`config.mk`:
```
export PLATFORM = sky130hd
export DESIGN_NAME = if_prefetch_unit
export DESIGN_NICKNAME = d
export VERILOG_FILES = /design/src/rtl/if_pkg.sv /design/src/rtl/if_fetch_fifo.sv /design/src/rtl/if_prefetch_unit.sv
export SDC_FILE = /design/constraint.sdc
export NUM_CORES = 1
export LEC_CHECK = 0
export BUFFER_PORTS_ARGS = -buffer_cell sky130_fd_sc_hd__buf_4
export CORE_ASPECT_RATIO = 1.25
export CORE_MARGIN = 4
export CORE_UTILIZATION = 60
export CTS_CLUSTER_SIZE = 8
export DETAILED_ROUTE_END_ITERATION = 6
export PLACE_DENSITY = 0.79
export REMOVE_ABC_BUFFERS = 1
export SLEW_MARGIN = 10
export SYNTH_ARGS = -nofsm -noshare
export SYNTH_HDL_FRONTEND = slang
export SYNTH_SLANG_ARGS = --single-unit
```
`constraint.sdc`:
```
create_clock -name clk -period 19.67 [get_ports clk]
set_clock_uncertainty 0.15 [all_clocks]
set_input_delay 1.967 -clock clk [delete_from_list [all_inputs] [get_ports clk]]
set_output_delay 1.967 -clock clk [all_outputs]
set_load 0.01 [all_outputs]
```
`src/rtl/if_pkg.sv`:
```
// Shared definitions for the instruction-fetch stage: opcodes, halt encoding,
// fetch-entry layout and FSM state encodings.
package if_pkg;

  localparam logic [5:0]  OP_J              = 6'h02;
  localparam logic [5:0]  OP_JAL            = 6'h03;
  localparam logic [31:0] DEFAULT_HALT_INST = 32'h0000_000c;

  typedef struct packed {
    logic [31:0] pc;
    logic [31:0] inst;
  } fetch_entry_t;

  typedef enum logic [0:0] {
    FETCH  = 1'b0,
    HALTED = 1'b1
  } if_state_e;

  // Plain constants mirror the enum so state flops stay as raw logic vectors
  localparam logic [0:0] ST_FETCH  = 1'b0;
  localparam logic [0:0] ST_HALTED = 1'b1;

endpackage

```
`src/rtl/if_fetch_fifo.sv`:
```
// Registered DEPTH-entry FIFO with push/pop/flush, used both for fetched words
// and as the companion queue of outstanding fetch PCs.
module if_fetch_fifo
  import if_pkg::*;
#(
  parameter int  DEPTH   = 4,
  parameter type entry_t = fetch_entry_t
) (
  input  logic                     clk,
  input  logic                     rst,
  input  logic                     push,
  input  entry_t                   push_data,
  input  logic                     pop,
  input  logic                     flush,
  output entry_t                   pop_data,
  output logic [$clog2(DEPTH):0]   count,
  output logic                     full,
  output logic                     empty
);

  localparam int            AW      = $clog2(DEPTH);
  localparam logic [AW:0]   DEPTH_L = (AW + 1)'(DEPTH);

  entry_t          mem_q [DEPTH];
  entry_t          mem_d [DEPTH];
  logic [AW-1:0]   wr_ptr_q, wr_ptr_d;
  logic [AW-1:0]   rd_ptr_q, rd_ptr_d;
  logic [AW:0]     count_q, count_d;
  logic            do_push, do_pop;

  assign empty    = (count_q == '0);
  assign full     = (count_q == DEPTH_L);
  assign count    = count_q;
  assign pop_data = mem_q[rd_ptr_q];

  // A push into a full FIFO is allowed only when the head leaves in the same cycle
  assign do_push = push & (~full | pop) & ~flush;
  assign do_pop  = pop & ~empty & ~flush;

  always_comb begin
    mem_d    = mem_q;
    wr_ptr_d = wr_ptr_q;
    rd_ptr_d = rd_ptr_q;
    count_d  = count_q;
    if (flush) begin
      wr_ptr_d = '0;
      rd_ptr_d = '0;
      count_d  = '0;
    end else begin
      if (do_push) begin
        mem_d[wr_ptr_q] = push_data;
        wr_ptr_d        = wr_ptr_q + AW'(1);
      end
      if (do_pop) begin
        rd_ptr_d = rd_ptr_q + AW'(1);
      end
      count_d = count_q + (AW + 1)'(do_push) - (AW + 1)'(do_pop);
    end
  end

  always_ff @(posedge clk or posedge rst) begin
    if (rst) begin
      for (int i = 0; i < DEPTH; i++) begin
        mem_q[i] <= '0;
      end
      wr_ptr_q <= '0;
      rd_ptr_q <= '0;
      count_q  <= '0;
    end else begin
      mem_q    <= mem_d;
      wr_ptr_q <= wr_ptr_d;
      rd_ptr_q <= rd_ptr_d;
      count_q  <= count_d;
    end
  end

endmodule

```
`src/rtl/if_prefetch_unit.sv`:
```
// Instruction-fetch stage with decoupled prefetch buffer, redirect and halt.
// Optional J/JAL predecode redirect is enabled by defining IF_JUMP_PREDECODE_EN.
module if_prefetch_unit
  import if_pkg::*;
#(
  parameter int                ADDR_W    = 32,
  parameter int                DATA_W    = 32,
  parameter int                DEPTH     = 4,
  parameter logic [ADDR_W-1:0] RESET_PC  = '0,
  parameter logic [DATA_W-1:0] HALT_INST = DATA_W'(DEFAULT_HALT_INST)
) (
  input  logic              clk,
  input  logic              rst,
  output logic              imem_req,
  output logic [ADDR_W-1:0] imem_addr,
  input  logic              imem_ready,
  input  logic              imem_rvalid,
  input  logic [DATA_W-1:0] imem_rdata,
  input  logic              redirect,
  input  logic [ADDR_W-1:0] redirect_pc,
  output logic              out_valid,
  input  logic              out_ready,
  output logic [DATA_W-1:0] out_inst,
  output logic [ADDR_W-1:0] out_pc,
  output logic [ADDR_W-1:0] out_pc4,
  output logic              halted
);

  localparam int          CW      = $clog2(DEPTH) + 1;
  localparam logic [CW:0] DEPTH_L = (CW + 1)'(DEPTH);

  typedef struct packed {
    logic [ADDR_W-1:0] pc;
    logic [DATA_W-1:0] inst;
  } entry_t;

  typedef logic [ADDR_W-1:0] pc_t;

  logic [0:0]        state_q, state_d;
  logic [ADDR_W-1:0] fetch_pc_q, fetch_pc_d;
  logic [CW-1:0]     drop_q, drop_d;

  logic              fifo_push, fifo_pop, fifo_flush, fifo_full, fifo_empty;
  logic [CW-1:0]     fifo_count;
  entry_t            fifo_wdata, fifo_head;

  logic              pcq_full, pcq_empty;
  logic [CW-1:0]     inflight;
  pc_t               rsp_pc;

  logic              in_fetch, rsp, dropping, deq, halt_deq, redirect_eff;
  logic              issue, keep, jump_hit;
  logic [ADDR_W-1:0] jump_target;
  logic [CW:0]       credit_used;
  logic              unused_redirect_lsbs;

  assign unused_redirect_lsbs = ^redirect_pc[1:0];

  assign in_fetch     = (state_q == ST_FETCH);
  assign out_valid    = in_fetch & ~fifo_empty;
  assign deq          = out_valid & out_ready;
  assign halt_deq     = deq & (fifo_head.inst == HALT_INST);
  // Halt outranks redirect; once halted, redirects are ignored entirely
  assign redirect_eff = redirect & in_fetch & ~halt_deq;

  // Buffered words plus outstanding requests never exceed the FIFO capacity
  assign credit_used = {1'b0, inflight} + {1'b0, fifo_count};
  assign imem_req    = ~rst & in_fetch & ~redirect & ~halt_deq & (credit_used < DEPTH_L);
  assign imem_addr   = fetch_pc_q;
  assign issue       = imem_req & imem_ready;

  // Responses with nothing outstanding are stray and ignored
  assign rsp      = imem_rvalid & ~pcq_empty;
  assign dropping = (drop_q != '0);
  assign keep     = rsp & ~dropping & in_fetch & ~redirect_eff & ~halt_deq;

  assign fifo_push       = keep;
  assign fifo_pop        = deq;
  assign fifo_flush      = redirect_eff;
  assign fifo_wdata.pc   = rsp_pc;
  assign fifo_wdata.inst = imem_rdata;

`ifdef IF_JUMP_PREDECODE_EN
  logic [ADDR_W-1:0] rsp_pc4;
  assign rsp_pc4     = rsp_pc + ADDR_W'(4);
  assign jump_hit    = keep & ((imem_rdata[31:26] == OP_J) | (imem_rdata[31:26] == OP_JAL));
  assign jump_target = {rsp_pc4[ADDR_W-1:28], imem_rdata[25:0], 2'b00};
`else
  assign jump_hit    = 1'b0;
  assign jump_target = '0;
`endif

  always_comb begin
    state_d    = state_q;
    fetch_pc_d = issue ? fetch_pc_q + ADDR_W'(4) : fetch_pc_q;
    drop_d     = drop_q - CW'(rsp & dropping);
    if (halt_deq) begin
      state_d = ST_HALTED;
    end
    // Every request still outstanding after this cycle belongs to the abandoned path
    if (redirect_eff) begin
      fetch_pc_d = {redirect_pc[ADDR_W-1:2], 2'b00};
      drop_d     = inflight - CW'(rsp);
    end else if (jump_hit) begin
      fetch_pc_d = jump_target;
      drop_d     = inflight + CW'(issue) - CW'(1'b1);
    end
  end

  always_ff @(posedge clk or posedge rst) begin
    if (rst) begin
      state_q    <= ST_FETCH;
      fetch_pc_q <= RESET_PC;
      drop_q     <= '0;
    end else begin
      state_q    <= state_d;
      fetch_pc_q <= fetch_pc_d;
      drop_q     <= drop_d;
    end
  end

  if_fetch_fifo #(
    .DEPTH   (DEPTH),
    .entry_t (entry_t)
  ) u_fifo (
    .clk       (clk),
    .rst       (rst),
    .push      (fifo_push),
    .push_data (fifo_wdata),
    .pop       (fifo_pop),
    .flush     (fifo_flush),
    .pop_data  (fifo_head),
    .count     (fifo_count),
    .full      (fifo_full),
    .empty     (fifo_empty)
  );

  // Issue-ordered PCs; its occupancy is the number of requests in flight
  if_fetch_fifo #(
    .DEPTH   (DEPTH),
    .entry_t (pc_t)
  ) u_pc_queue (
    .clk       (clk),
    .rst       (rst),
    .push      (issue),
    .push_data (fetch_pc_q),
    .pop       (rsp),
    .flush     (1'b0),
    .pop_data  (rsp_pc),
    .count     (inflight),
    .full      (pcq_full),
    .empty     (pcq_empty)
  );

  assign out_inst = out_valid ? fifo_head.inst : '0;
  assign out_pc   = out_valid ? fifo_head.pc : '0;
  assign out_pc4  = out_valid ? fifo_head.pc + ADDR_W'(4) : '0;
  assign halted   = (state_q == ST_HALTED);

  a_no_fifo_overflow : assert property (@(posedge clk) disable iff (rst)
    !(fifo_push && fifo_full && !fifo_pop));
  a_no_pcq_overflow : assert property (@(posedge clk) disable iff (rst)
    !(issue && pcq_full));

endmodule

```
==> impl_metrics.ini, run 1 <==
[timing]
grt_setup_unrepaired = false
report.final.slew_viol_count = 0
worst_slew_pin_slew_ps = 1040
timing.final.crit_share = 0.3639
setup_viol_count_final = 0
clock.fmax_mhz = 139.7
worst_slew_margin_rel = 0.3065
setup_ws_ps = 12510
timing.final.crit_period_ps = 7157
final-hold-violation-count = 0
totalNegativeSetupSlack_ps = 0

[synthesis]
synth_seq_area_share = 0.5155
mappedNetlistArea_sq_um = 20200
number_of_warning_messages_in_the_yosys_log = 0
yosys.cell_types.count = 48
netlist_instances = 1434
postSynthRegisterBits = 416
synth.largest_area_cell = sky130_fd_sc_hd__dfrtp_1
synth_area_leaders = sky130_fd_sc_hd__dfrtp_1, sky130_fd_sc_hd__mux2_1, sky130_fd_sc_hd__mux4_2, sky130_fd_sc_hd__mux2_2, sky130_fd_sc_hd__and2_1
synth_top_area_frac = 0.5155
postSynthAreaPerCell_sq_um = 14.08

[finish]
final_common_cell = sky130_fd_sc_hd__dfrtp_1
most-common-layout-cells = sky130_fd_sc_hd__dfrtp_1, sky130_fd_sc_hd__buf_4, sky130_fd_sc_hd__mux2_1
syn_to_final_growth_pct = 14.53
antenna_cells_inserted = 0
number_of_standard_cells_in_the_layout_taps_in_and_fillers_out = 2020
filler_cell_count = 2309
final_layout_size_suffix_gt1_frac = 0.3421
layout.nets = 1692

[grt]
combined_global_route_utilization_of_all_metal_layers = 0.2464
grt_antenna_before_repair = 0
overflow = 0
grt_pass1_wl_um = 71680
grt_start_max_net_pins = 127
first_global_vias = 13420

[min_path]
hold_path_class = register to register

[clock_tree]
clock_insertion_delay_worst_skew_ps = 570
post_cts_buffers = 0
cts.reportedPaths.clkPinSlew_ps = 50
cts_tree = built
post_cts.resized_instances = 0
cts-htree-levels = 2
cts_hold_buffers = 0
clkSinkCount = 416
cts_buffer_depth = 3
cts_root_cell = sky130_fd_sc_hd__clkbuf_16
cts_made_buffers = 57

[worst_setup_path]
crit_end_category = primary output
worstSetupPathType = register to primary output
critical_path_arrival_ps = 5040
crit_path_start_kind = register
cp_data_required_time_ps = 17550
critPathMaxFanout = 72

[place]
port-buffer-count = 192
place_ws_ps = 13020
dp_hpwl_um = 28000
place.detailed.instances = 1959
routabilityCongestion = 0.8279

[routing]
totalWireLength_um = 44050
vias = 12500
drtPass1Iterations = 4
route.detailed.drc = 0
post_drt_wl_per_cell_um = 21.81
average_vias_per_placed_instance = 6.189
detail-route-antenna-nets = 0
initial_drt_markers = 801

[floorplanning]
row_count = 74
floorplan.initialDensity = 0.6127
design.portCount = 201
chipHeight_um = 213.1
die_x_um = 172.1
die_area_sq_um = 36680
design.core.area_sq_um = 32960

[power]
pwr_cell_area_nw_per_um2 = 80.36
max-vdd-ir-drop_mv = 0.09808
p_leak_nw = 11.48

[run_status]
outcome = complete, no violations

[flow_run]
max_cap_viol_count = 0
registers in the layout (all words and copies together) (netlist names):
signal / count
u_fifo.count: 3
imem_addr: 30
drop_q: 3
u_pc_queue.mem_q: 120
u_fifo.rd_ptr_q: 2
u_pc_queue.count: 3
halted: 1
u_fifo.mem_q: 248
u_fifo.wr_ptr_q: 2
u_pc_queue.wr_ptr_q: 2
u_pc_queue.rd_ptr_q: 2
cells in the mapped netlist, drive strengths merged:
library cell and n:
and2 69, fa 2, or4 3, nor2 75, or4b 3, xor2 15, buf 69, inv 32
nand4 13, nor4 9, conb 1, clkbuf 34, nor4b 3, or3 5, o21ai 5, dfrtp 416
o22a 33, nor2b 4, nand3 17, o22ai 1, nand3b 1, o31a 2, a21oi 28, or2 2
mux2i 3, o21a 2, and4 11, xnor2 19, o211ai 1, ha 20, mux4 92, nor3 14
a311o 2, a31oi 7, nand2 23, a2bb2oi 16, and3 9, mux2 368, a32oi 5
cell type report:
class,count,area (sq um),area share
tap,418,523.0,0.02261
sequential,416,10420,0.4503
inverter,32,127.6,0.005518
clock buffer,60,1480,0.06399
multi-input combinational,888,9036,0.3907
clock inverter,1,8.758,0.0003787
timing repair buffer,205,1539,0.06654
per-layer routing:
metal,GRT usage,wire (um),part of all wire,vias to the layer above
met5,0,0,0,-
met4,0.07375,1181,0.027,0
met3,0.04074,2100,0.048,69
met2,0.4196,22340,0.51,326
met1,0.3293,18420,0.42,6559
li1,-,-,-,5547
worst paths after layout:
| path | startpoint | depth (start not counted) | end | slack [ps] |
|---|---|---|---|---|
| worst max-delay path | u_fifo.rd_ptr_q[0]$_DFFE_PP0P_ | 8 | imem_req | 12510 |
| worst min register to register | u_pc_queue.mem_q[53]$_DFFE_PP0P_ | 1 | u_pc_queue.mem_q[53]$_DFFE_PP0P_ | 330 |
| max in group asynchronous | rst | 4 | u_fifo.mem_q[25]$_DFFE_PP0P_ | 15760 |
| worst min-delay path | u_pc_queue.mem_q[53]$_DFFE_PP0P_ | 1 | u_pc_queue.mem_q[53]$_DFFE_PP0P_ | 330 |
| min in group asynchronous | rst | 2 | u_pc_queue.count[1]$_DFF_PP0_ | 1430 |
| worst max register to register | u_fifo.rd_ptr_q[0]$_DFFE_PP0P_ | 16 | u_fifo.count[2]$_DFF_PP0_ | 13410 |
logic make-up (layout without fill, tap and decap cells):
group	Yosys count	after routing	synth area share
buffers and inverters	135	298	0.03891
other	1	6	0.0001857
and+or+nand+nor	261	261	0.07001
muxes	463	463	0.3093
adders and majority gates	22	22	0.01437
AOI/OAI and AO/OA	102	102	0.03705
DFF	416	416	0.5155
xor gates and xnor gates	34	34	0.01475
worst max-delay path, stage by stage, from the launching register on:
cell,delay [ps]
sky130_fd_sc_hd__dfrtp_4,730
sky130_fd_sc_hd__buf_4,780
sky130_fd_sc_hd__mux4_2,620
sky130_fd_sc_hd__nor4_1,340
sky130_fd_sc_hd__nand2_1,220
sky130_fd_sc_hd__or4_1,770
sky130_fd_sc_hd__nand2_4,630
sky130_fd_sc_hd__nor2_1,150
sky130_fd_sc_hd__buf_4,180
through the flow:
stage | area, sq um | total power [mW] | hold WS, ps | utilization
6_report | 23130 | 1.859 | 329.5 | 0.7017
5_1_grt | 23130 | 1.932 | 348.1 | 0.7017
4_1_cts | 23130 | 1.878 | 333.4 | 0.7017
3_5_place_dp | 21640 | 1.026 | 322.1 | 0.6565
3_3_place_gp | 21640 | 1.022 | 311.6 | 0.6565
2_1_floorplan | 19550 | 0.9814 | 302.5 | -
power by group:
part	total (mW)	switching (mW)	internal (mW)
Combinational	0.135	0.0797	0.0552
Sequential	0.875	0.00790	0.867
Clock	0.849	0.330	0.519
(Power assumes the default switching activity.)
==> run 2, diff against run 1 <==
ABC_AREA = 1   (was default)
CORE_UTILIZATION = 55   (was 60)
PLACE_DENSITY = 0.75   (was 0.79)
clock period = 6.3 ns   (was 19.67 ns; I/O delays follow)
==> run 2 against run 1 <==
Combinational power grew to 6.8 times the previous value. Utilization is 7.7 points lower. Total power grew to 3.5 times the previous value. Worst hold slack worse by 210 ps. Non-clock buffer count is 27 higher. Die area is 27% higher. Sequential power grew to 3.2 times the previous value. Cell area is 14% higher. Flip-flop and latch count stayed put. Critical endpoint is now out_pc4[24].
==> impl_metrics.ini, run 2 <==
[run_status]
outcome = complete, no violations

[routing]
initial_drt_markers = 2359
vias = 22630
drtPass1Iterations = 6
post_drt_wl_per_cell_um = 19.01
route.detailed.drc = 0
average_vias_per_placed_instance = 5.871
totalWireLength_um = 73280
detail-route-antenna-nets = 0

[worst_setup_path]
worst-path-buf-inv = 2
crit_end_category = primary output
critical_path_arrival_ps = 4520
critical_register_to_register_path_startpoint = u_fifo.rd_ptr_q[0]$_DFFE_PP0P_
timing.critical_path.slowest_cell_delay_ps = 760
critPathMaxFanout = 84
cp_data_required_time_ps = 5520
crit_family = simple AND/OR/NAND/NOR gates
worstSetupPathType = register to primary output
slowest_stage = sky130_fd_sc_hd__inv_4
worst_setup_path_startpoint = u_fifo.rd_ptr_q[0]$_DFFE_PP0P_
critical_path.cell_chain = inv_4 > nand2_1 > a32oi_2 > ha_1 > nand3_1 > nor2_2 > nand4_1 > o21ai_1 > nor3b_1 > buf_4
crit_path_start_kind = register

[power]
sw_frac_of_total = 0.2865
share_comb_of_total_power = 0.142
max-vdd-ir-drop_mv = 0.2134
seq_power_share = 0.429
totalPowerFinal_mw = 6.442
clock_power_share = 0.429
netSwitchingPower_mw = 1.845
pwr_cell_area_nw_per_um2 = 243.6
internal-power_mw = 4.597
p_leak_nw = 13.37

[floorplanning]
die_x_um = 193.6
design.core.area_sq_um = 42360
chipHeight_um = 239.9
floorplan.initialDensity = 0.5589
row_count = 84
die_area_sq_um = 46440
design.portCount = 201

[finish]
final_layout_size_suffix_gt1_frac = 0.09684
final_common_cell = sky130_fd_sc_hd__nand2_1
largest_reg_flops = 248
syn_to_final_growth_pct = 11.71
final_core_utilization = 0.6243
filler_cell_count = 3765
multi_input_comb_area_sq_um = 11190
top_register = u_fifo.mem_q
number_of_standard_cells_in_the_layout_taps_in_and_fillers_out = 3854
layout.nets = 3380
layout.cell_area.non_filler_sq_um = 26440
most-common-layout-cells = sky130_fd_sc_hd__nand2_1, sky130_fd_sc_hd__dfrtp_1, sky130_fd_sc_hd__nand3_1
final-seq-area_sq_um = 10420

[synthesis]
synth_top_area_frac = 0.4398
synth_compound_gate_area_share = 0.07226
mappedNetlistArea_sq_um = 23670
dominant_combinational_cell_family_by_area_after_synthesis = simple AND/OR/NAND/NOR gates
synthTopCellsByCount = sky130_fd_sc_hd__nand2_1, sky130_fd_sc_hd__dfrtp_1, sky130_fd_sc_hd__nand3_1
postSynthAreaPerCell_sq_um = 7.250
asyncSetResetFlopFracSynth = 1.000
synth_seq_area_share = 0.4398
post_synth_edffs = 0
yosys.area_share.adder = 0.01226
synth-simple-area-share = 0.3689
yosys.area_share.xor_xnor = 0.01702
synthMuxAreaShare = 0
synth.largest_area_cell = sky130_fd_sc_hd__dfrtp_1
dominant_register_cell_in_the_synthesized_netlist = sky130_fd_sc_hd__dfrtp_1
yosys.cell_types.count = 39
netlist_instances = 3265
synth.most_common_cell = sky130_fd_sc_hd__nand2_1
number_of_warning_messages_in_the_yosys_log = 0
synth_area_leaders = sky130_fd_sc_hd__dfrtp_1, sky130_fd_sc_hd__nand2_1, sky130_fd_sc_hd__nand4_1, sky130_fd_sc_hd__nand3_1, sky130_fd_sc_hd__o21bai_1
postSynthRegisterBits = 416

[grt]
grt_antenna_before_repair = 1
grt_start_max_net_pins = 249
combined_global_route_utilization_of_all_metal_layers = 0.3083
overflow = 0
first_global_vias = 21920
grt_pass1_wl_um = 117600

[clock_tree]
cts_buffer_depth = 3
clkSinkCount = 416
cts.reportedPaths.clkPinSlew_ps = 50
cts_root_cell = sky130_fd_sc_hd__clkbuf_16
cts_made_buffers = 58
cts-htree-levels = 2
clock_insertion_delay_worst_skew_ps = 630
cts_tree = built

[min_path]
hold_path_class = input port to register
hold_path.startpoint = redirect_pc[2]

[timing]
worst_slew_pin_slew_ps = 1234
timing.final.crit_period_ps = 5300
timing.final.crit_share = 0.8412
totalNegativeSetupSlack_ps = 0
whs_ps = 120.2
setup_viol_count_final = 0
setup_ws_ps = 1000
worst_slew_margin_rel = 0.1764
grt_setup_unrepaired = false
clock.fmax_mhz = 188.7
final-hold-violation-count = 0
report.final.slew_viol_count = 0

[place]
place.detailed.instances = 3786
post_dp_cell_area_sq_um = 24900
place_ws_ps = 1561
dp_hpwl_um = 43420
routabilityCongestion = 0.9272
port-buffer-count = 192

[flow_run]
max_cap_viol_count = 0
==> run 2: cell families (layout without fill, tap and decap cells) <==
kind of cell,count (synthesis),count (layout)
DFF,416,416
and+or+nand+nor,2024,2024
adders and majority gates,22,22
buffers and inverters,481,505
AOI/OAI and AO/OA,275,275
other,1,7
xor gates and xnor gates,46,46
==> run 2: routing by layer <==
metal | routed length [um] | vias to the layer above | GRT usage
li1 | - | 10610 | -
met1 | 29380 | 10750 | 0.4070
met2 | 34630 | 1092 | 0.5064
met3 | 6470 | 174 | 0.05634
met4 | 2790 | 2 | 0.1286
met5 | 11 | - | 0
==> run 2: worst paths after layout <==
check                                                      end  slack (ps)  cells after the start
worst max-delay path                               out_pc4[24]        1000                     10
worst min-delay path                  imem_addr[2]$_DFFE_PP0P_         120                      3
worst max register to register    u_fifo.mem_q[49]$_DFFE_PP0P_        1450                     16
worst min register to register   u_fifo.mem_q[141]$_DFFE_PP0P_         320                      2
max in group asynchronous       u_fifo.rd_ptr_q[0]$_DFFE_PP0P_        4040                      4
min in group asynchronous            imem_addr[11]$_DFFE_PP0P_         450                      3
==> run 2: power groups by stage <==
stage | registers [mW] | logic, mW | clock network (mW)
after floorplan | 2.82 | 0.541 | 0
after global placement | 2.80 | 0.877 | 0
after detailed placement | 2.81 | 0.904 | 0
after CTS | 2.76 | 0.908 | 2.81
after global routing | 2.77 | 1.03 | 2.92
final | 2.76 | 0.917 | 2.76
==> run 2: area by class of cell <==
cell class              instances  share of cell area
inverters                     207             0.02995
clock buffers                  63             0.05640
multi-input cells            2373              0.4231
clock inverters                 3            0.001372
repair buffers                232             0.06880
well taps                     559             0.02645
diodes                          1          0.00009463
flip-flops and latches        416              0.3939
==> run 2: timing repair <==
item | 4_1_cts | 5_1_grt
endpoints found under the hold margin | 58 | 0
hold buffers | 1 | 0
resized for setup | 0 | 0
buffers inserted | 0 | 0
==> run 2: worst register-to-register path, stage by stage (launching register included) <==
cell and delay [ps]:
sky130_fd_sc_hd__dfrtp_4 640, sky130_fd_sc_hd__inv_4 790, sky130_fd_sc_hd__nand2_1 170, sky130_fd_sc_hd__nand3_1 110, sky130_fd_sc_hd__nand2_1 270, sky130_fd_sc_hd__nand2_1 170
sky130_fd_sc_hd__nor2_1 60, sky130_fd_sc_hd__nand2_1 70, sky130_fd_sc_hd__nor2_1 50, sky130_fd_sc_hd__nand3_1 80, sky130_fd_sc_hd__buf_4 340, sky130_fd_sc_hd__nand2_4 280
sky130_fd_sc_hd__buf_4 340, sky130_fd_sc_hd__nand3_2 310, sky130_fd_sc_hd__buf_4 660, sky130_fd_sc_hd__nand2_1 210, sky130_fd_sc_hd__nand2_1 100
==> run 3, diff against run 2 <==
ABC_AREA = 0   (was 1)
CORE_UTILIZATION = 60   (was 55)
PLACE_DENSITY = 0.79   (was 0.75)
clock period = 5.29 ns   (was 6.3 ns; I/O delays follow)
==> run 3 against run 2 <==
The run now ends with hold timing left. Combinational power fell by 45%. Utilization rose by 8.5 points. Clock power rose by 15%. Non-clock buffer count fell by 9. Critical path depth rose by 1. First-iteration DRC count fell by 75%. Critical endpoint is now out_pc4[28]. Largest power group unchanged.
==> impl_metrics.ini, run 3 (synthesis gave the netlist of run 1 again) <==
[timing]
whs_ps = -0.6644
grt_setup_unrepaired = false
final-hold-violation-count = 2
timing.final.crit_period_ps = 4907
report.final.slew_viol_count = 0
clock.fmax_mhz = 203.8
worst_slew_margin_rel = 0.3976
worst_slew_pin_slew_ps = 903.7
timing.final.crit_share = 0.9276
setup_viol_count_final = 0

[power]
totalPowerFinal_mw = 6.938
pwr_cell_area_nw_per_um2 = 296.9
p_leak_nw = 11.62
max-vdd-ir-drop_mv = 0.2394

[worst_setup_path]
worstRegToRegCells = 16
timing.reg2reg.setup_slack_ps = 390
critical_path_arrival_ps = 4230
timing.critical_path.slowest_cell_delay_ps = 700
crit_end_category = primary output
worstSetupPathType = register to primary output
cpMostUsedCell = sky130_fd_sc_hd__buf_4
cp_data_required_time_ps = 4610
rr_endpoint = u_fifo.count[2]$_DFF_PP0_
critical_register_to_register_path_startpoint = u_fifo.rd_ptr_q[0]$_DFFE_PP0P_
slowest_stage = sky130_fd_sc_hd__dfrtp_4
critPathMaxFanout = 21
critical_path.cell_chain = buf_4 > buf_4 > mux4_2 > ha_1 > nand4_1 > nor3_1 > buf_4 > nand4_1 > or3_1 > a21oi_1 > buf_4
crit_path_start_kind = register

[run_status]
failed_checks = hold timing
outcome = complete, but fails checks

[routing]
detail-route-antenna-nets = 0
route.detailed.drc = 0
drtPass1Iterations = 5
initial_drt_markers = 592
totalWireLength_um = 45350
vias = 12650
post_drt_wl_per_cell_um = 22.24
average_vias_per_placed_instance = 6.203

[floorplanning]
design.portCount = 201
die_x_um = 172.1
die_area_sq_um = 36680
chipHeight_um = 213.1
floorplan.initialDensity = 0.6127
row_count = 74
design.core.area_sq_um = 32960

[finish]
final_common_cell = sky130_fd_sc_hd__dfrtp_1
top_register = u_fifo.mem_q
layout.nets = 1710
syn_to_final_growth_pct = 15.72
layout.cell_area.non_filler_sq_um = 23370
final_layout_size_suffix_gt1_frac = 0.3492
most-common-layout-cells = sky130_fd_sc_hd__dfrtp_1, sky130_fd_sc_hd__buf_4, sky130_fd_sc_hd__mux2_1
final_core_utilization = 0.7090
antenna_cells_inserted = 0
largest_reg_flops = 248

[grt]
grt_antenna_before_repair = 0
combined_global_route_utilization_of_all_metal_layers = 0.2519
grt_pass1_wl_um = 73410
grt_start_max_net_pins = 129
first_global_vias = 13730
overflow = 0

[place]
dp_hpwl_um = 29440
post_dp_cell_area_sq_um = 21880
port-buffer-count = 192
routabilityCongestion = 0.8293

[clock_tree]
cts_made_buffers = 57
cts_root_cell = sky130_fd_sc_hd__clkbuf_16
clock_insertion_delay_worst_skew_ps = 580
cts.reportedPaths.clkPinSlew_ps = 60
cts_buffer_depth = 3
clkSinkCount = 416
post_cts_buffers = 0
post_cts.resized_instances = 0
cts_tree = built
cts_hold_buffers = 0
cts-htree-levels = 2

[flow_run]
max_cap_viol_count = 0

[min_path]
hold_path_class = input port to async pin
[run 3: critical path, delay by kind of cell (launching register included)]
kind                       cells  cell delay [ps]
AOI/OAI and AO/OA              1              190
adders and majority gates      1              260
buffers and inverters          4              880
DFF                            1              700
muxes                          1              350
and+or+nand+nor                4             1250
[run 3: cell type report]
cell class / instances / area, sq um
tap: 418 / 523.0
sequential: 416 / 10420
clock inverter: 2 / 36.28
clock buffer: 60 / 1459
timing repair buffer: 223 / 1774
multi-input combinational: 888 / 9036
inverter: 32 / 127.6
fill: 2226 / 9590
[run 3: metal layers]
layer	vias to the layer above	part of all wire	track usage
li1	5582	-	-
met1	6633	0.42	0.3341
met2	356	0.52	0.4414
met3	77	0.041	0.03426
met4	0	0.022	0.06616
met5	-	0	0
[run 3: how the worst max path moves through the flow]
stage,cells after the start,start,to
floorplan,1,rst,drop_q[0]$_DFF_PP0_
global placement,17,u_fifo.rd_ptr_q[0]$_DFFE_PP0P_,u_fifo.count[2]$_DFF_PP0_
detailed placement,16,u_fifo.rd_ptr_q[0]$_DFFE_PP0P_,u_fifo.count[2]$_DFF_PP0_
CTS,11,u_fifo.rd_ptr_q[0]$_DFFE_PP0P_,out_pc4[28]
global route,16,u_fifo.rd_ptr_q[0]$_DFFE_PP0P_,u_fifo.count[2]$_DFF_PP0_
finish,11,u_fifo.rd_ptr_q[0]$_DFFE_PP0P_,out_pc4[28]
[run 3: power by group]
part           internal, mW  total, mW  switching [mW]  leakage (nW)
logic                 0.207      0.507           0.300          5.12
registers              3.22       3.25          0.0290          5.76
clock network          1.91       3.18            1.26         0.734
[run 3: through the flow]
stage	cells	setup TNS, ps	setup WS [ps]
2_1_floorplan	1336	-3276010	-6967
4_1_cts	2039	0	314.7
3_5_place_dp	1977	0	378.1
6_report	2039	0	383.1
3_3_place_gp	1977	0	486.7
5_1_grt	2039	0	1.540
